==> src/rtl/btb_update_scheduler_pkg.sv <==
// Shared BTB constants, predictor encodings and pseudo-LRU tree helpers.
package btb_update_scheduler_pkg;

    localparam int unsigned BTB_LINE_NUM        = 8;
    localparam int unsigned BTB_LINE_SIZE       = 3;
    localparam int unsigned BTB_UPD_QUEUE_DEPTH = 4;

    // 2-bit branch predictor states; an allocation writes WeaklyTaken
    typedef enum logic [1:0] {
        StronglyNotTaken = 2'b00,
        WeaklyNotTaken   = 2'b01,
        WeaklyTaken      = 2'b10,
        StronglyTaken    = 2'b11
    } btb_pred_e;

    // Walk the 7-bit tree from the root; node n has children 2n+1 / 2n+2, 0 = left.
    function automatic logic [2:0] plru_victim(input logic [6:0] tree);
        logic n0, n1, n2;
        n0 = tree[0];
        n1 = n0 ? tree[2] : tree[1];
        unique case ({n0, n1})
            2'b00:   n2 = tree[3];
            2'b01:   n2 = tree[4];
            2'b10:   n2 = tree[5];
            default: n2 = tree[6];
        endcase
        return {n0, n1, n2};
    endfunction

    // Point every node on the path to line away from it.
    function automatic logic [6:0] plru_touch(input logic [6:0] tree, input logic [2:0] line);
        logic [6:0] t;
        t    = tree;
        t[0] = ~line[2];
        if (line[2]) t[2] = ~line[1];
        else         t[1] = ~line[1];
        unique case (line[2:1])
            2'b00:   t[3] = ~line[0];
            2'b01:   t[4] = ~line[0];
            2'b10:   t[5] = ~line[0];
            default: t[6] = ~line[0];
        endcase
        return t;
    endfunction

endpackage

==> src/rtl/btb_replacement.sv <==
// BTB victim-line selection. BTB_PLRU_EN selects a 7-bit tree pseudo-LRU (8 lines);
// otherwise a round-robin counter that advances on each issued allocation.
// Callers gate all strobes with the global enable.
module btb_replacement
    import btb_update_scheduler_pkg::*;
#(
    parameter int unsigned LINE_NUM  = BTB_LINE_NUM,
    parameter int unsigned LINE_BITS = BTB_LINE_SIZE
) (
    input  logic                 clk,
    input  logic                 rst,
    input  logic                 touch_valid,
    input  logic [LINE_BITS-1:0] touch_line,
    input  logic                 issue_valid,
    input  logic                 issue_alloc,
    input  logic [LINE_BITS-1:0] issue_line,
    output logic [LINE_BITS-1:0] victim_line
);

`ifdef BTB_PLRU_EN
    logic [6:0] tree_q, tree_d;
    logic       unused_alloc;

    assign unused_alloc = issue_alloc;

    // IF touch first, issued write last so it ends up MRU
    always_comb begin
        tree_d = tree_q;
        if (touch_valid) tree_d = plru_touch(tree_d, 3'(touch_line));
        if (issue_valid) tree_d = plru_touch(tree_d, 3'(issue_line));
    end

    // Tree state register
    always_ff @(posedge clk or negedge rst) begin
        if (!rst) tree_q <= '0;
        else      tree_q <= tree_d;
    end

    assign victim_line = LINE_BITS'(plru_victim(tree_q));
`else
    logic [LINE_BITS-1:0] rr_q;
    logic                 unused_touch;

    assign unused_touch = ^{touch_valid, touch_line, issue_line};

    // Round-robin pointer advances only when an allocation is written
    always_ff @(posedge clk or negedge rst) begin
        if (!rst) begin
            rr_q <= '0;
        end else if (issue_valid && issue_alloc) begin
            rr_q <= (rr_q == LINE_BITS'(LINE_NUM - 1)) ? '0 : rr_q + 1'b1;
        end
    end

    assign victim_line = rr_q;
`endif

endmodule

==> src/rtl/btb_update_scheduler.sv <==
// BTB write-port controller: queues ID resolution updates and IF allocations in a
// small FIFO and issues them one per cycle. Replacement policy selected by BTB_PLRU_EN.
module btb_update_scheduler
    import btb_update_scheduler_pkg::*;
#(
    parameter int unsigned DATA_WIDTH  = 32,
    parameter int unsigned QUEUE_DEPTH = BTB_UPD_QUEUE_DEPTH,
    parameter int unsigned LINE_NUM    = BTB_LINE_NUM,
    parameter int unsigned LINE_BITS   = BTB_LINE_SIZE
) (
    input  logic                  clk,
    input  logic                  rst,
    input  logic                  en,
    input  logic                  IF_alloc_req,
    input  logic [DATA_WIDTH-1:0] IF_alloc_pc,
    input  logic [DATA_WIDTH-1:0] IF_alloc_target,
    input  logic                  ID_upd_req,
    input  logic [DATA_WIDTH-1:0] ID_upd_pc,
    input  logic [DATA_WIDTH-1:0] ID_upd_target,
    input  logic                  ID_upd_hit,
    input  logic [LINE_BITS-1:0]  ID_upd_line,
    input  logic                  ID_misprediction,
    input  logic                  IF_touch,
    input  logic [LINE_BITS-1:0]  IF_touch_line,
    input  logic                  wr_ready,
    output logic                  wr_valid,
    output logic                  wr_alloc,
    output logic [LINE_BITS-1:0]  wr_line,
    output logic [DATA_WIDTH-1:0] wr_tag,
    output logic [DATA_WIDTH-1:0] wr_target,
    output logic                  wr_misprediction,
    output logic [LINE_BITS-1:0]  victim_line,
    output logic                  full,
    output logic [7:0]            ovf_cnt
);

    localparam int unsigned PtrW = $clog2(QUEUE_DEPTH);
    localparam int unsigned CntW = PtrW + 1;

    typedef struct packed {
        logic                  alloc;
        logic [LINE_BITS-1:0]  line;
        logic [DATA_WIDTH-1:0] tag;
        logic [DATA_WIDTH-1:0] target;
        logic                  mispred;
    } entry_t;

    entry_t          mem_q [QUEUE_DEPTH];
    logic [PtrW-1:0] rd_ptr_q, rd_ptr_d;
    logic [PtrW-1:0] wr_ptr_q, wr_ptr_d;
    logic [CntW-1:0] count_q, count_d;
    logic [7:0]      ovf_q, ovf_d;

    entry_t          head, id_entry, if_entry;
    logic            pop, id_push, if_push, id_drop, if_drop;
    logic            if_match, if_coal, if_req;
    logic [CntW-1:0] free_slots;
    logic [PtrW-1:0] if_ptr;

    assign head     = mem_q[rd_ptr_q];
    assign wr_valid = (count_q != '0) && en;
    assign pop      = wr_valid && wr_ready;

    assign wr_alloc         = head.alloc;
    assign wr_line          = head.alloc ? victim_line : head.line;
    assign wr_tag           = head.tag;
    assign wr_target        = head.target;
    assign wr_misprediction = head.mispred;
    assign full             = count_q >= CntW'(QUEUE_DEPTH - 1);
    assign ovf_cnt          = ovf_q;

    assign id_entry = '{alloc: ~ID_upd_hit, line: ID_upd_line, tag: ID_upd_pc,
                        target: ID_upd_target, mispred: ID_misprediction};
    assign if_entry = '{alloc: 1'b1, line: '0, tag: IF_alloc_pc,
                        target: IF_alloc_target, mispred: 1'b0};

    // A pop in the same cycle frees its slot for this cycle's pushes
    assign free_slots = CntW'(QUEUE_DEPTH) - count_q + CntW'(pop);

    // IF alloc matching any occupied alloc entry (head included, even if popping)
    always_comb begin
        if_match = 1'b0;
        for (int i = 0; i < QUEUE_DEPTH; i++) begin
            if (({1'b0, PtrW'(i) - rd_ptr_q} < count_q) && mem_q[i].alloc &&
                (mem_q[i].tag == IF_alloc_pc)) begin
                if_match = 1'b1;
            end
        end
    end

    // ID is older, so it claims a slot before IF
    assign id_push = en && ID_upd_req && (free_slots != '0);
    assign id_drop = en && ID_upd_req && !id_push;
    assign if_coal = if_match || (id_push && (ID_upd_pc == IF_alloc_pc));
    assign if_req  = en && IF_alloc_req && !if_coal;
    assign if_push = if_req && (free_slots > CntW'(id_push));
    assign if_drop = if_req && !if_push;
    assign if_ptr  = wr_ptr_q + PtrW'(id_push);

    // Pointer, occupancy and saturating overflow next-state
    always_comb begin
        logic [8:0] ovf_sum;
        rd_ptr_d = rd_ptr_q + PtrW'(pop);
        wr_ptr_d = wr_ptr_q + PtrW'(id_push) + PtrW'(if_push);
        count_d  = count_q + CntW'(id_push) + CntW'(if_push) - CntW'(pop);
        ovf_sum  = {1'b0, ovf_q} + 9'(id_drop) + 9'(if_drop);
        ovf_d    = ovf_sum[8] ? 8'hff : ovf_sum[7:0];
    end

    // FIFO state and storage
    always_ff @(posedge clk or negedge rst) begin
        if (!rst) begin
            rd_ptr_q <= '0;
            wr_ptr_q <= '0;
            count_q  <= '0;
            ovf_q    <= '0;
            for (int i = 0; i < QUEUE_DEPTH; i++) mem_q[i] <= '0;
        end else begin
            rd_ptr_q <= rd_ptr_d;
            wr_ptr_q <= wr_ptr_d;
            count_q  <= count_d;
            ovf_q    <= ovf_d;
            if (id_push) mem_q[wr_ptr_q] <= id_entry;
            if (if_push) mem_q[if_ptr]   <= if_entry;
        end
    end

    btb_replacement #(
        .LINE_NUM  (LINE_NUM),
        .LINE_BITS (LINE_BITS)
    ) u_replacement (
        .clk         (clk),
        .rst         (rst),
        .touch_valid (IF_touch && en),
        .touch_line  (IF_touch_line),
        .issue_valid (pop),
        .issue_alloc (head.alloc),
        .issue_line  (wr_line),
        .victim_line (victim_line)
    );

endmodule
==> config.mk <==
export PLATFORM = sky130hd
export DESIGN_NAME = btb_update_scheduler
export DESIGN_NICKNAME = d
export VERILOG_FILES = /design/src/rtl/btb_update_scheduler_pkg.sv /design/src/rtl/btb_replacement.sv /design/src/rtl/btb_update_scheduler.sv
export SDC_FILE = /design/constraint.sdc
export NUM_CORES = 1
export LEC_CHECK = 0
export CAP_MARGIN = 20
export CORE_AREA = 4 4 201 203
export DETAILED_ROUTE_END_ITERATION = 8
export DIE_AREA = 0 0 205 207
export MAX_ROUTING_LAYER = met4
export PLACE_DENSITY_LB_ADDON = 0.1
export SETUP_SLACK_MARGIN = 0.15
export SLEW_MARGIN = 20
export SYNTH_ARGS = -nofsm -noshare
export SYNTH_HDL_FRONTEND = slang
export SYNTH_SLANG_ARGS = --single-unit
==> constraint.sdc <==
create_clock -name clk -period 7.8 [get_ports clk]
set_input_delay 1.95 -clock clk [delete_from_list [all_inputs] [get_ports clk]]
set_output_delay 1.95 -clock clk [all_outputs]
set_load 0.05 [all_outputs]
Word level (Yosys, flattened, before mapping)
Cells that the tools add are included.
{"block": "word_totals", "reg_bits": 294, "input_bits": 143, "word_cells": 106}
{"block": "op_classes", "order_cmp": 11, "n_eq_ne": 6, "reduce_logical": 27, "addsub": 15, "mux": 18, "n_bitwise": 4}
{"op": "$bwmux W276", "n": 2}
{"op": "$mux W276", "n": 2}
{"op": "$demux W69 S2", "n": 2}
{"op": "$mux W69", "n": 4}
{"op": "$eq A32 B32 Y1", "n": 5}
{"op": "$bmux W69 S2", "n": 1}
{"op": "$logic_and A1 B1 Y1", "n": 21}
{"op": "$lt A2 B3 Y1", "n": 4}
{"op": "$add A3 B1 Y3", "n": 3}
{"op": "$add A8 B1 Y9", "n": 1}
{"op": "$add A9 B1 Y9", "n": 1}
{"op": "$ge A3 B3 Y1 const B", "n": 3}
{"op": "$not A2 Y3", "n": 3}
{"op": "$mux W8", "n": 1}
{"op": "$add A2 B1 Y2", "n": 3}
{"op": "$lt A3 B1 Y1 const B", "n": 2}
{"op": "$mux W3", "n": 2}
{"op": "$reduce_bool A3 Y1", "n": 2}
{"op": "$mux W1", "n": 4}
{"op": "$sub A1 B2 Y2 const A", "n": 2}
{"op": "$sub A2 B2 Y2 const A", "n": 2}
{"op": "$add A3 B1 Y3 const B", "n": 1}
{"op": "$eq A3 B3 Y1 const B", "n": 1}
{"op": "$ge A3 B2 Y1 const B", "n": 1}
{"op": "other kinds (6)", "n": 8}

Logic depth before layout (Yosys ltp)
{"block": "logic_depth", "ltp_word": 16, "ltp_mapped": 21, "ltp_nobuf": 21}

By module
Synthesis repeated with hierarchy kept, for this count alone.
{"block": "hier_totals", "cells_unflattened": 1759, "area_unflattened_um2": 18445.2}
{"module": "btb_update_scheduler", "instances": 1, "area_per_inst_um2": 18283.8, "cells_per_inst": 1748, "seq_area_each_um2": 7282.0}
{"module": "btb_replacement", "instances": 1, "area_per_inst_um2": 161.4, "cells_per_inst": 11, "seq_area_each_um2": 75.1}

Worst setup path after synthesis
Ideal clock, no wire load.
{"block": "synth_timing", "path_kind": "in2reg", "startpoint": "input en", "endpoint": "register count_q[1]", "path_stages": 14, "arrival_time_ns": 5.083, "required_ns": 7.665, "slack_ns": 2.581, "path_buffers": 0, "path_cell_list": "o31a_1 -> nand2_1 -> ha_1 -> inv_1 -> ha_1 -> nor2_1 -> a21oi_2 -> ha_1 -> o21a_1 -> nor4_1 -> inv_1 -> fa_1 -> inv_1 -> fa_1"}
{"block": "synth_via", "elab_chain_len": 12, "word_cells_on_any_way": 16, "classes_between": "add/sub (4); order compare (1); reduce/logical (11)"}
{"item": "start: declaration", "line_no": "btb_update_scheduler.sv:13", "rtl": "input logic en,"}
{"item": "branches (longest 11 deep; another with $add A3 B1 Y3)"}
{"item": "$sub A3 B1 Y3 *", "line_no": "btb_update_scheduler.sv:105", "rtl": "count_d = count_q + CntW'(id_push) + CntW'(if_push) - CntW'(pop);"}
{"item": "named net count_d[1]", "line_no": "btb_update_scheduler.sv:51", "rtl": "logic [CntW-1:0] count_q, count_d;"}
{"item": "end signal: assignment", "line_no": "btb_update_scheduler.sv:121", "rtl": "count_q <= count_d;"}
{"item": "end: declaration", "line_no": "btb_update_scheduler.sv:51"}
Mark *: on every way through the listed nets, which the timed path passes.
A chain may end at the register's enable or synchronous reset.

Final worst setup path
{"block": "layout_timing", "startpoint": "input IF_alloc_pc[20]", "endpoint": "register mem_q[112] (netlist bit)"}
{"block": "layout_via", "elab_chain_len": 11, "word_cells_on_any_way": 19, "classes_between": "eq/ne (5); mux (5); reduce/logical (9)"}
{"item": "start: declaration", "line_no": "btb_update_scheduler.sv:15", "rtl": "input logic [DATA_WIDTH-1:0] IF_alloc_pc,"}
{"item": "$eq A32 B32 Y1", "line_no": "btb_update_scheduler.sv:85", "rtl": "(mem_q[i].tag == IF_alloc_pc)) begin"}
{"item": "$logic_and A1 B1 Y1", "line_no": "btb_update_scheduler.sv:84", "rtl": "if (({1'b0, PtrW'(i) - rd_ptr_q} < count_q) && mem_q[i].alloc &&"}
{"item": "$mux W1 (4 in a row)", "line_no": "btb_update_scheduler.sv:84"}
{"item": "$logic_or A1 B1 Y1 *", "line_no": "btb_update_scheduler.sv:94", "rtl": "assign if_coal = if_match || (id_push && (ID_upd_pc == IF_alloc_pc));"}
{"item": "$logic_not A1 Y1 *", "line_no": "btb_update_scheduler.sv:95", "rtl": "assign if_req = en && IF_alloc_req && !if_coal;"}
{"item": "$logic_and A1 B1 Y1 *", "line_no": "btb_update_scheduler.sv:95"}
{"item": "$logic_and A1 B1 Y1 *", "line_no": "btb_update_scheduler.sv:96", "rtl": "assign if_push = if_req && (free_slots > CntW'(id_push));"}
{"item": "$mux W276 *", "line_no": "btb_update_scheduler.sv:124", "rtl": "if (if_push) mem_q[if_ptr] <= if_entry;"}
{"item": "end signal: indexed assignment", "line_no": "btb_update_scheduler.sv:123", "rtl": "if (id_push) mem_q[wr_ptr_q] <= id_entry;"}
{"item": "end signal: indexed assignment", "line_no": "btb_update_scheduler.sv:124"}
{"item": "end: declaration", "line_no": "btb_update_scheduler.sv:48", "rtl": "entry_t mem_q [QUEUE_DEPTH];"}
Mark *: on every way between the ends. The rest lies on a longest branch, timed or not.

==> flow_summary.json <==
{
  "status": "finished, final reports clean",
  "synth.cell_area_um2": 19100,
  "cts_resized": 0,
  "cp_slowest_cell": "nor4_1",
  "overflow": 0,
  "slew_violations": 0,
  "maxCapViolCount": 0,
  "stdcell_area_um2": 22500,
  "cts_hold_buffers": 0,
  "layout-drive-gt1-share_pct": 30.3,
  "placementRows": 72,
  "combPwrFrac_pct": 57.7,
  "ys_seq_area_share_pct": 38.6,
  "crit_path_end_kind": "flop",
  "yosys_warnings": 0,
  "relSlewSlack_pct": 33.4,
  "leakage_nw": 10.4,
  "synth_edf_count": 0,
  "drt_iter0_markers": 849,
  "initial_utilization_pct": 49.5,
  "fin_crit_ps": 5760,
  "final_nets": 1944,
  "start_kind": "primary input",
  "finClkSkew_ps": 11.5,
  "grt_util_all_layers_pct": 27.2,
  "synth_area_leaders": "dfrtp_1 (39%), mux2_2 (14%), mux2_4 (12%)",
  "cts.sinks": 294,
  "io_pins": 225,
  "synth-main-ff-cell": "dfrtp_1",
  "cts.htree.levels": 2,
  "crit_chain": "clkdlybuf4s50_1 -> xor2_1 -> nor4_1 -> o211ai_1 -> nor4_1 -> and4bb_2 -> nand2_4 -> buf_4 -> mux2_4",
  "dpl_cell_area_um2": 21300,
  "antenna_found_initial": 9,
  "die_h_um": 207,
  "crit_fanout": 25,
  "dr.pass1.iters": 5,
  "report.power.total_mw": 10.9,
  "required_ps": 8230,
  "powerDensity_nw_per_um2": 485,
  "cts_tree": "yes",
  "wl_per_cell_um": 24.4,
  "layout_common_cells": "nand2_1 (397), dfrtp_1 (292), mux2_2 (234)",
  "hp-class": "flop to flop",
  "yosys.area.top_type": "dfrtp_1",
  "yosysUniqueCellTypes": 47,
  "setup_viol": 0,
  "antenna_left": 0,
  "clockPowerShare_pct": 15.0,
  "vdd_drop_max_mv": 0.330,
  "portBuffers": 220,
  "worstSetupPathType": "primary input to flop",
  "power.switching_mw": 4.64,
  "critical_path_arrival_ps": 6190,
  "setup_tns_ps": 0,
  "max_stage_delay_ps": 780,
  "hpwl_um": 36700,
  "dieArea_um2": 42400,
  "p_sw_share_pct": 42.6,
  "grt_pass1_vias": 13908,
  "cts_buffers": 37,
  "vias": 13145,
  "rsz0062_at_grt": "false",
  "core_um2": 38500,
  "crit_top_cell": "nor4_1",
  "ys_ff_latch": 294,
  "synth_nets": 1785,
  "syn_area_per_cell_um2": 11.7,
  "netlist_instances": 1624,
  "grt_pass1_wl_um": 86200,
  "drt_wl_total_um": 56900,
  "hold_viol_final": 0,
  "ctsRootBufferMaster": "clkbuf_16",
  "seq_power_share_pct": 27.3,
  "clk_pin_slew_ps": 60,
  "fmax_mhz": 174,
  "area_growth_pct": 17.8,
  "worstMarginPinSlew_ps": 998,
  "gp_congestion": 0.882,
  "min_period_over_period_pct": 73.9,
  "clk_path_buf_depth": 3,
  "p_int_mw": 6.25,
  "drc": 0,
  "postCtsSetupBuffers": 0,
  "vias_per_cell": 5.63,
  "fp.dieW_um": 205,
  "layout_commonest_cell": "nand2_1",
  "insertion_delay_ps": 540,
  "utilization_pct": 58.4,
  "yosysTopAreaCellShare_pct": 38.6,
  "grt_max_degree": 179,
  "async_flop_share_pct": 100
}
## sequential cells by signal (all words and copies together) (netlist names)
register	count
u_replacement.victim_line	3
count_q	3
rd_ptr_q	2
mem_q	276
ovf_cnt	8
wr_ptr_q	2
## Yosys cell counts, types with 3 or more instances
master,instances
nand2_1,399
dfrtp_1,294
mux2_2,234
mux2_4,154
xor2_1,123
mux4_2,69
clkbuf_1,46
xnor2_1,44
nor4_1,31
buf_2,25
mux2i_1,20
buf_12,18
a21oi_1,17
inv_1,17
ha_1,15
nand3_1,14
buf_1,13
nand4_1,13
buf_6,11
nor2_1,11
buf_4,8
nor3_1,8
o211ai_1,5
o21ai_0,4
fa_1,3
nand2_4,3
nand2b_1,3
## per-stage QoR
stage / hold WS [ps] / cells / setup WS, ps
floorplan: 473 / 1624 / 2580
global placement: 504 / 2261 / 1470
detailed placement: 518 / 2261 / 1420
CTS: 524 / 2324 / 2000
global route: 545 / 2334 / 1940
finish: 518 / 2334 / 2040
## power by group through the flow
stage          Combinational (mW)  Sequential (mW)  Clock [mW]
2_1_floorplan                4.77             2.74           0
3_3_place_gp                 6.19             2.96           0
3_5_place_dp                 6.29             2.99           0
4_1_cts                      6.32             2.97        1.67
5_1_grt                      6.64             3.07        1.73
6_report                     6.28             2.98        1.63
## logic make-up (layout without fill, tap and decap cells)
| logic type | after synthesis | after routing | share of synthesized area [%] |
|---|---|---|---|
| flip-flops | 294 | 294 | 38.6 |
| buffers and inverters | 139 | 322 | 5.03 |
| other | 0 | 9 | 0 |
| adder cells (fa/ha/maj) | 18 | 18 | 1.30 |
| AND/OR/NAND/NOR | 493 | 493 | 11.0 |
| multiplexers | 477 | 477 | 35.2 |
| XOR/XNOR | 167 | 167 | 7.68 |
| AO/OA/AOI/OAI | 36 | 36 | 1.21 |
## critical path, delay by kind of cell
| kind | cells | cell delay [ps] |
|---|---|---|
| and+or+nand+nor | 4 | 2230 |
| muxes | 1 | 340 |
| buffers and inverters | 2 | 1100 |
| xor gates and xnor gates | 1 | 280 |
| AOI/OAI and AO/OA | 1 | 240 |
## area by class of cell
type	instances	area, µm²
well taps	518	648
inverters	18	67.6
diodes	9	22.5
fillers	3229	16000
repair buffers	241	2430
multi-input cells	1191	10800
flip-flops and latches	294	7360
clock inverters	7	41.3
clock buffers	56	1090
## routing by layer
layer / wire length (µm) / vias up / global-route usage, %
met3: 3820 / 106 / 5.30
met5: 0 / - / -
met4: 1980 / 0 / 9.98
li1: - / 5961 / -
met1: 23700 / 6656 / 35.0
met2: 27400 / 422 / 43.1
## worst paths after layout
kind / startpoint / endpoint / slack, ps / cells past startpoint
setup / recovery: IF_alloc_pc[20] / mem_q[112] / 2040 / 9
hold / removal: ovf_cnt[6] / ovf_cnt[6] / 520 / 1
setup reg to reg: rd_ptr_q[0] / mem_q[112] / 2980 / 11
hold reg to reg: ovf_cnt[6] / ovf_cnt[6] / 520 / 1
max in group asynchronous: rst / mem_q[22] / 4850 / 3
min in group asynchronous: rst / u_replacement.victim_line[2] / 1460 / 1
Power figures use the tool's default switching activity.
